File: src/rtl/prog_loader_if.sv
// Byte-stream input and instruction-ROM write bus of the boot-time program loader.
// The slave modport is the loader; the master modport is the byte source / ROM / core side.
interface prog_loader_if #(
  parameter int ADDR_W = 8
);
  logic              in_valid;
  logic [7:0]        in_data;
  logic              in_ready;
  logic              reload;
  logic              wr_en;
  logic [ADDR_W-1:0] wr_addr;
  logic [31:0]       wr_data;
  logic [15:0]       words_loaded;
  logic              cpu_run;
  logic              error;

  modport master (
    output in_valid, in_data, reload,
    input  in_ready, wr_en, wr_addr, wr_data, words_loaded, cpu_run, error
  );

  modport slave (
    input  in_valid, in_data, reload,
    output in_ready, wr_en, wr_addr, wr_data, words_loaded, cpu_run, error
  );
endinterface

File: src/rtl/prog_loader.sv
// Parses a framed little-endian byte stream into 32-bit words for the LEGv8 instruction ROM,
// verifies the trailing 8-bit checksum and then releases the core via cpu_run.
module prog_loader #(
  parameter int DEPTH  = 256,
  parameter int ADDR_W = 8
) (
  input  logic         clock,
  input  logic         reset_n,
  prog_loader_if.slave bus
);

  typedef enum logic [2:0] {
    S_HDR0,
    S_HDR1,
    S_CHK_N,
    S_DATA,
    S_CSUM,
    S_RUN,
    S_ERR
  } state_e;

  state_e            state_q, state_d;
  logic [15:0]       n_q, n_d;
  logic [7:0]        sum_q, sum_d;
  logic [1:0]        bcnt_q, bcnt_d;
  logic [23:0]       asm_q, asm_d;
  logic              wr_en_q, wr_en_d;
  logic [ADDR_W-1:0] wr_addr_q, wr_addr_d;
  logic [31:0]       wr_data_q, wr_data_d;
  logic [15:0]       words_q, words_d;
  logic              live_q;
  logic              ready;
  logic              xfer;

  // live_q keeps in_ready low while reset is held and until the first edge after release.
  assign ready = live_q && (state_q inside {S_HDR0, S_HDR1, S_DATA, S_CSUM});
  assign xfer  = bus.in_valid && ready;

  always_ff @(posedge clock or negedge reset_n) begin
    if (!reset_n) begin
      state_q   <= S_HDR0;
      n_q       <= '0;
      sum_q     <= '0;
      bcnt_q    <= '0;
      asm_q     <= '0;
      wr_en_q   <= 1'b0;
      wr_addr_q <= '0;
      wr_data_q <= '0;
      words_q   <= '0;
      live_q    <= 1'b0;
    end else begin
      state_q   <= state_d;
      n_q       <= n_d;
      sum_q     <= sum_d;
      bcnt_q    <= bcnt_d;
      asm_q     <= asm_d;
      wr_en_q   <= wr_en_d;
      wr_addr_q <= wr_addr_d;
      wr_data_q <= wr_data_d;
      words_q   <= words_d;
      live_q    <= 1'b1;
    end
  end

  always_comb begin
    state_d   = state_q;
    n_d       = n_q;
    sum_d     = sum_q;
    bcnt_d    = bcnt_q;
    asm_d     = asm_q;
    wr_en_d   = 1'b0;
    wr_addr_d = wr_addr_q;
    wr_data_d = wr_data_q;
    words_d   = words_q;

    // reload beats any byte offered in the same cycle
    if (bus.reload) begin
      state_d = S_HDR0;
      n_d     = '0;
      sum_d   = '0;
      bcnt_d  = '0;
      words_d = '0;
    end else begin
      case (state_q)
        S_HDR0: begin
          if (xfer) begin
            n_d[7:0] = bus.in_data;
            sum_d    = sum_q + bus.in_data;
            state_d  = S_HDR1;
          end
        end
        S_HDR1: begin
          if (xfer) begin
            n_d[15:8] = bus.in_data;
            sum_d     = sum_q + bus.in_data;
            state_d   = S_CHK_N;
          end
        end
        S_CHK_N: begin
          bcnt_d = '0;
          if (n_q > 16'(DEPTH)) begin
            state_d = S_ERR;
          end else if (n_q == 16'd0) begin
            state_d = S_CSUM;
          end else begin
            state_d = S_DATA;
          end
        end
        S_DATA: begin
          if (xfer) begin
            sum_d  = sum_q + bus.in_data;
            bcnt_d = bcnt_q + 2'd1;
            if (bcnt_q == 2'd3) begin
              // Bytes arrive LSB first, so the final byte lands on top of the word.
              wr_en_d   = 1'b1;
              wr_data_d = {bus.in_data, asm_q};
              wr_addr_d = words_q[ADDR_W-1:0];
              words_d   = words_q + 16'd1;
              if (words_q + 16'd1 == n_q) begin
                state_d = S_CSUM;
              end
            end else begin
              asm_d = {bus.in_data, asm_q[23:8]};
            end
          end
        end
        S_CSUM: begin
          if (xfer) begin
            state_d = (bus.in_data == sum_q) ? S_RUN : S_ERR;
          end
        end
        S_RUN:   state_d = S_RUN;
        S_ERR:   state_d = S_ERR;
        default: state_d = S_HDR0;
      endcase
    end
  end

  assign bus.in_ready     = ready;
  assign bus.wr_en        = wr_en_q;
  assign bus.wr_addr      = wr_addr_q;
  assign bus.wr_data      = wr_data_q;
  assign bus.words_loaded = words_q;
  assign bus.cpu_run      = (state_q == S_RUN);
  assign bus.error        = (state_q == S_ERR);

endmodule

File: src/flat_wrapper.sv
// flat-port wrapper written by rule: the top's interface ports become plain ports
module prog_loader_flat 
#(
  parameter int DEPTH  = 256,
  parameter int ADDR_W = 8
)
  (clock, reset_n, bus_in_valid, bus_in_data, bus_reload, bus_in_ready, bus_wr_en, bus_wr_addr, bus_wr_data, bus_words_loaded, bus_cpu_run, bus_error);
  prog_loader_if #(.ADDR_W(ADDR_W)) bus_i ();
  input  logic clock;
  input  logic reset_n;
  input wire logic [$bits(bus_i.in_valid)-1:0] bus_in_valid;
  input wire logic [$bits(bus_i.in_data)-1:0] bus_in_data;
  input wire logic [$bits(bus_i.reload)-1:0] bus_reload;
  output wire logic [$bits(bus_i.in_ready)-1:0] bus_in_ready;
  output wire logic [$bits(bus_i.wr_en)-1:0] bus_wr_en;
  output wire logic [$bits(bus_i.wr_addr)-1:0] bus_wr_addr;
  output wire logic [$bits(bus_i.wr_data)-1:0] bus_wr_data;
  output wire logic [$bits(bus_i.words_loaded)-1:0] bus_words_loaded;
  output wire logic [$bits(bus_i.cpu_run)-1:0] bus_cpu_run;
  output wire logic [$bits(bus_i.error)-1:0] bus_error;
  assign bus_i.in_valid = bus_in_valid;
  assign bus_i.in_data = bus_in_data;
  assign bus_i.reload = bus_reload;
  assign bus_in_ready = bus_i.in_ready;
  assign bus_wr_en = bus_i.wr_en;
  assign bus_wr_addr = bus_i.wr_addr;
  assign bus_wr_data = bus_i.wr_data;
  assign bus_words_loaded = bus_i.words_loaded;
  assign bus_cpu_run = bus_i.cpu_run;
  assign bus_error = bus_i.error;
  prog_loader #(.DEPTH(DEPTH), .ADDR_W(ADDR_W)) u_core (.clock(clock), .reset_n(reset_n), .bus(bus_i));
endmodule
File: config.mk
export PLATFORM = sky130hd
export DESIGN_NAME = prog_loader_flat
export DESIGN_NICKNAME = d
export VERILOG_FILES = /design/src/rtl/prog_loader_if.sv /design/src/rtl/prog_loader.sv /design/src/flat_wrapper.sv
export SDC_FILE = /design/constraint.sdc
export NUM_CORES = 1
export LEC_CHECK = 0
export BUFFER_PORTS_ARGS = -buffer_cell sky130_fd_sc_hd__buf_4
export CORE_UTILIZATION = 55
export CTS_BUF_LIST = sky130_fd_sc_hd__clkbuf_16
export CTS_CLUSTER_DIAMETER = 50
export DETAILED_ROUTE_END_ITERATION = 8
export GPL_ROUTABILITY_DRIVEN = 0
export PLACE_DENSITY = 0.89
export SYNTH_ARGS = -nofsm -noshare
export SYNTH_HDL_FRONTEND = slang
export SYNTH_SLANG_ARGS = --single-unit
File: constraint.sdc
create_clock -name clock -period 2.6 [get_ports clock]
set_input_delay 0.52 -clock clock [delete_from_list [all_inputs] [get_ports clock]]
set_output_delay 0.52 -clock clock [all_outputs]
set_load 0.005 [all_outputs]
==> impl_metrics.yaml <==
logic_synthesis:
  postSynth.asyncResetShare_pct: 100
  synth_edf_count: 0
  synthesis.area_per_instance_sq_um: 11.3
  syn-num-nets: 502
  synth_seq_area_share_pct: 51.2
  postSynth.topFlopCell: "dfrtp_1"
  synthesis.instances: 480
  ys_ff_latch: 111
  number_of_warnings_printed_during_yosys_synthesis: 0
  synth.distinct_cells: 56
  post_synth_instance_area_sq_um: 5430
sta:
  setup_failing_eps_final: 0
  holdWs_ns: 0.0795
  clock-skew-final_ns: 0.00764
  timing.final.crit_share_pct: 99.7
  timing_hold_violations_final: 0
  fin_setup_tns_ns: 0
  fmax_mhz: 386
  drv_slew: 0
  timing_worst_slew_pin_value_ns: 0.565
  slew-limit-headroom_pct: 61.3
  layout_min_cycle_time_ns: 2.59
  post_route_worst_setup_slack_ns: 0.00881
critical_path:
  cp_data_arrival_time_ns: 2.82
  worst-setup-path-type: "reg -> reg"
  ff2ff_path_depth: 7
  cp-endpoint: "u_core.state_q[0]$_DFFE_PN0P_"
  worstPathMaxFanout: 8
  regToRegStartpoint: "u_core.bus.words_loaded[3]$_DFFE_PN0P_"
  startpoint_type: "flop"
  r2r_slack_ns: 0.009
  crit-reg2reg-capture: "u_core.state_q[0]$_DFFE_PN0P_"
  critical_path.endpoint_type: "flop"
  crit_path_start: "u_core.bus.words_loaded[3]$_DFFE_PN0P_"
  timing.critical_path.required_ns: 2.83
clock_tree:
  ctsHtreeMaxLevel: 3
  clock_path_buffers: 2
  clk_root_buffer_cell: "clkbuf_16"
  clock_tree_from_tritoncts: "built"
  cts.hold.buffers_added: 0
  clk_pin_slew_ns: 0.07
  clock_sink_count: 111
  clock_insertion_delay_worst_skew_ns: 0.35
  cts_inserted_buffers: 9
status:
  run_status: "finished clean"
placement:
  post-dp-hpwl_um: 8530
  numPortBuffers: 71
  place_ws_ns: 0.0768
  place_inst: 668
  post_dp_cell_area_sq_um: 6130
grt:
  grt_pass1_wl_um: 20400
  grt_max_degree: 54
  gr-usage-all-layers_pct: 26.0
  grt_antenna_before_repair: 0
  globalRouteMet2Util_pct: 43.7
  gr-usage-met3_pct: 4.90
  global_route_layer_with_the_greatest_usage: "met2"
  grt_pass1_vias: 4154
  gr-usage-met1_pct: 32.5
  grt.overflow.total: 0
power_and_ir_drop:
  power.share.switching_pct: 26.0
  comb_power_share_pct: 8.7
  power_density_nw_per_um2: 534
  power_frac_seq_pct: 51.9
  internal_power_summed_over_all_cells_uw: 2540
  leakagePower_uw: 0.00310
  max-vdd-ir-drop_mv: 0.344
  clockPowerShare_pct: 39.5
  net-switching-power_uw: 893
layout:
  mostFrequentLayoutCell: "dfrtp_1"
  most-common-layout-cells: "dfrtp_1, buf_4, mux2_2, nor2_1, xnor2_1"
  fin_area_sq_um: 6430
  post_route_cells_drive_above_1_share_pct: 31.1
  area_growth_syn_to_layout_pct: 18.5
  finish.net_count: 573
  fillerInstances: 638
  num_antenna_cells: 0
  finalNonFillerCells: 685
route:
  drt_first_pass_iters: 5
  antenna_violating_nets_post_route: 0
  vias: 4075
  wl_per_cell_um: 18.0
  drc_errors: 0
  route.final.wire_length_um: 12300
  avgViaCountPerCell: 5.95
  drt-initial-drc-count: 278
run:
  drv.max_cap_violation_count: 0
die:
  start_util_pct: 57.7
  die-width_um: 101
  die-area_sq_um: 10300
  core-area_sq_um: 9420
  placement_rows: 35
  io_pins: 72
  die_h_um: 101
min_path:
  hp-class: "in -> async"
[flip-flops by register name, summed over array words and instances (netlist names)]
name                     flops
u_core.asm_q                24
u_core.bcnt_q                2
u_core.bus.words_loaded     16
u_core.bus.wr_addr           8
u_core.bus.wr_data          32
u_core.bus.wr_en             1
u_core.live_q                1
u_core.n_q                  16
u_core.state_q               3
u_core.sum_q                 8
[cells by family after synthesis]
logic type | count (synthesis) | synth area share [%]
AND/OR/NAND/NOR | 147 | 13.6
other | 1 | 0.0691
buffers and inverters | 34 | 2.79
flip-flops | 111 | 51.2
AO/OA/AOI/OAI | 59 | 7.61
adder cells (fa/ha/maj) | 10 | 2.44
multiplexers | 79 | 16.0
XOR/XNOR | 39 | 6.29
[per-layer routing]
layer  vias to the layer above  wire length [um]
li1                       1851                 -
met3                        44               707
met5                         -                 0
met2                       170              6170
met1                      2010              5030
met4                         0               401
[worst max-delay path, stage by stage (launching register included)]
cell and delay (ns):
dfrtp_1 0.59, nand4_1 0.37, or3_1 0.48, o211ai_1 0.30, nand3_1 0.15, o41ai_2 0.34
buf_4 0.19, o21ai_1 0.06
[power by group through the flow]
stage | Combinational, uW | Sequential [uW] | Clock, uW
finish | 297 | 1780 | 1360
global route | 327 | 1780 | 1430
CTS | 295 | 1780 | 1370
detailed placement | 289 | 1810 | 0
global placement | 273 | 1810 | 0
floorplan | 174 | 1800 | 0
[cell type report]
class | count | area [sq um] | share of cell area [%]
clock buffer | 9 | 225 | 3.50
clock inverter | 7 | 66.3 | 1.03
multi-input combinational | 335 | 2510 | 39.0
inverter | 10 | 37.5 | 0.584
timing repair buffer | 84 | 656 | 10.2
sequential | 111 | 2780 | 43.2
tap | 129 | 161 | 2.51
[synthesized netlist by cell type (2+ instances only)]
cell	count	area (sq um)
nor3_1	10	50.1
xor2_1	14	123
nor2_2	2	12.5
clkbuf_1	12	45.0
o21bai_1	2	15.0
a22oi_1	2	15.0
nand4_1	4	25.0
dfrtp_1	111	2780
mux2i_1	15	150
nor2_1	53	199
and4_1	4	35.0
nand2_1	23	86.3
buf_2	10	50.1
inv_1	10	37.5
nand3_1	17	85.1
a41oi_1	2	17.5
o31ai_1	3	22.5
o21ai_1	2	10.0
nor4_1	11	68.8
or4_1	2	15.0
or3_1	5	31.3
and3_1	2	12.5
o211ai_1	5	37.5
mux2_2	64	721
o21ai_0	7	35.0
a21oi_1	18	90.1
nand2b_1	3	18.8
ha_1	9	113
a21o_1	5	37.5
xnor2_1	25	219
a211oi_1	3	22.5
[worst min path at each step]
| stage | start | endpoint | depth (start not counted) |
|---|---|---|---|
| global placement | reset_n | u_core.live_q$_DFF_PN0_ | 1 |
| global route | reset_n | u_core.bus.words_loaded[15]$_DFFE_PN0P_ | 1 |
| finish | reset_n | u_core.live_q$_DFF_PN0_ | 1 |
| floorplan | reset_n | u_core.asm_q[0]$_DFFE_PN0P_ | 0 |
| detailed placement | reset_n | u_core.live_q$_DFF_PN0_ | 1 |
| CTS | reset_n | u_core.live_q$_DFF_PN0_ | 1 |
[per-stage QoR]
stage / total power (uW) / util, %
5_1_grt: 3540 / 68.3
3_5_place_dp: 2100 / 65.1
3_3_place_gp: 2080 / 65.1
2_1_floorplan: 1980 / -
4_1_cts: 3450 / 68.2
6_report: 3430 / 68.3
[timing repair]
| item | CTS | global route |
|---|---|---|
| gates resized for setup | 0 | 1 |
| endpoints found under the setup margin | 0 | 2 |
| setup buffers | 0 | 1 |
(Power assumes the default switching activity.)
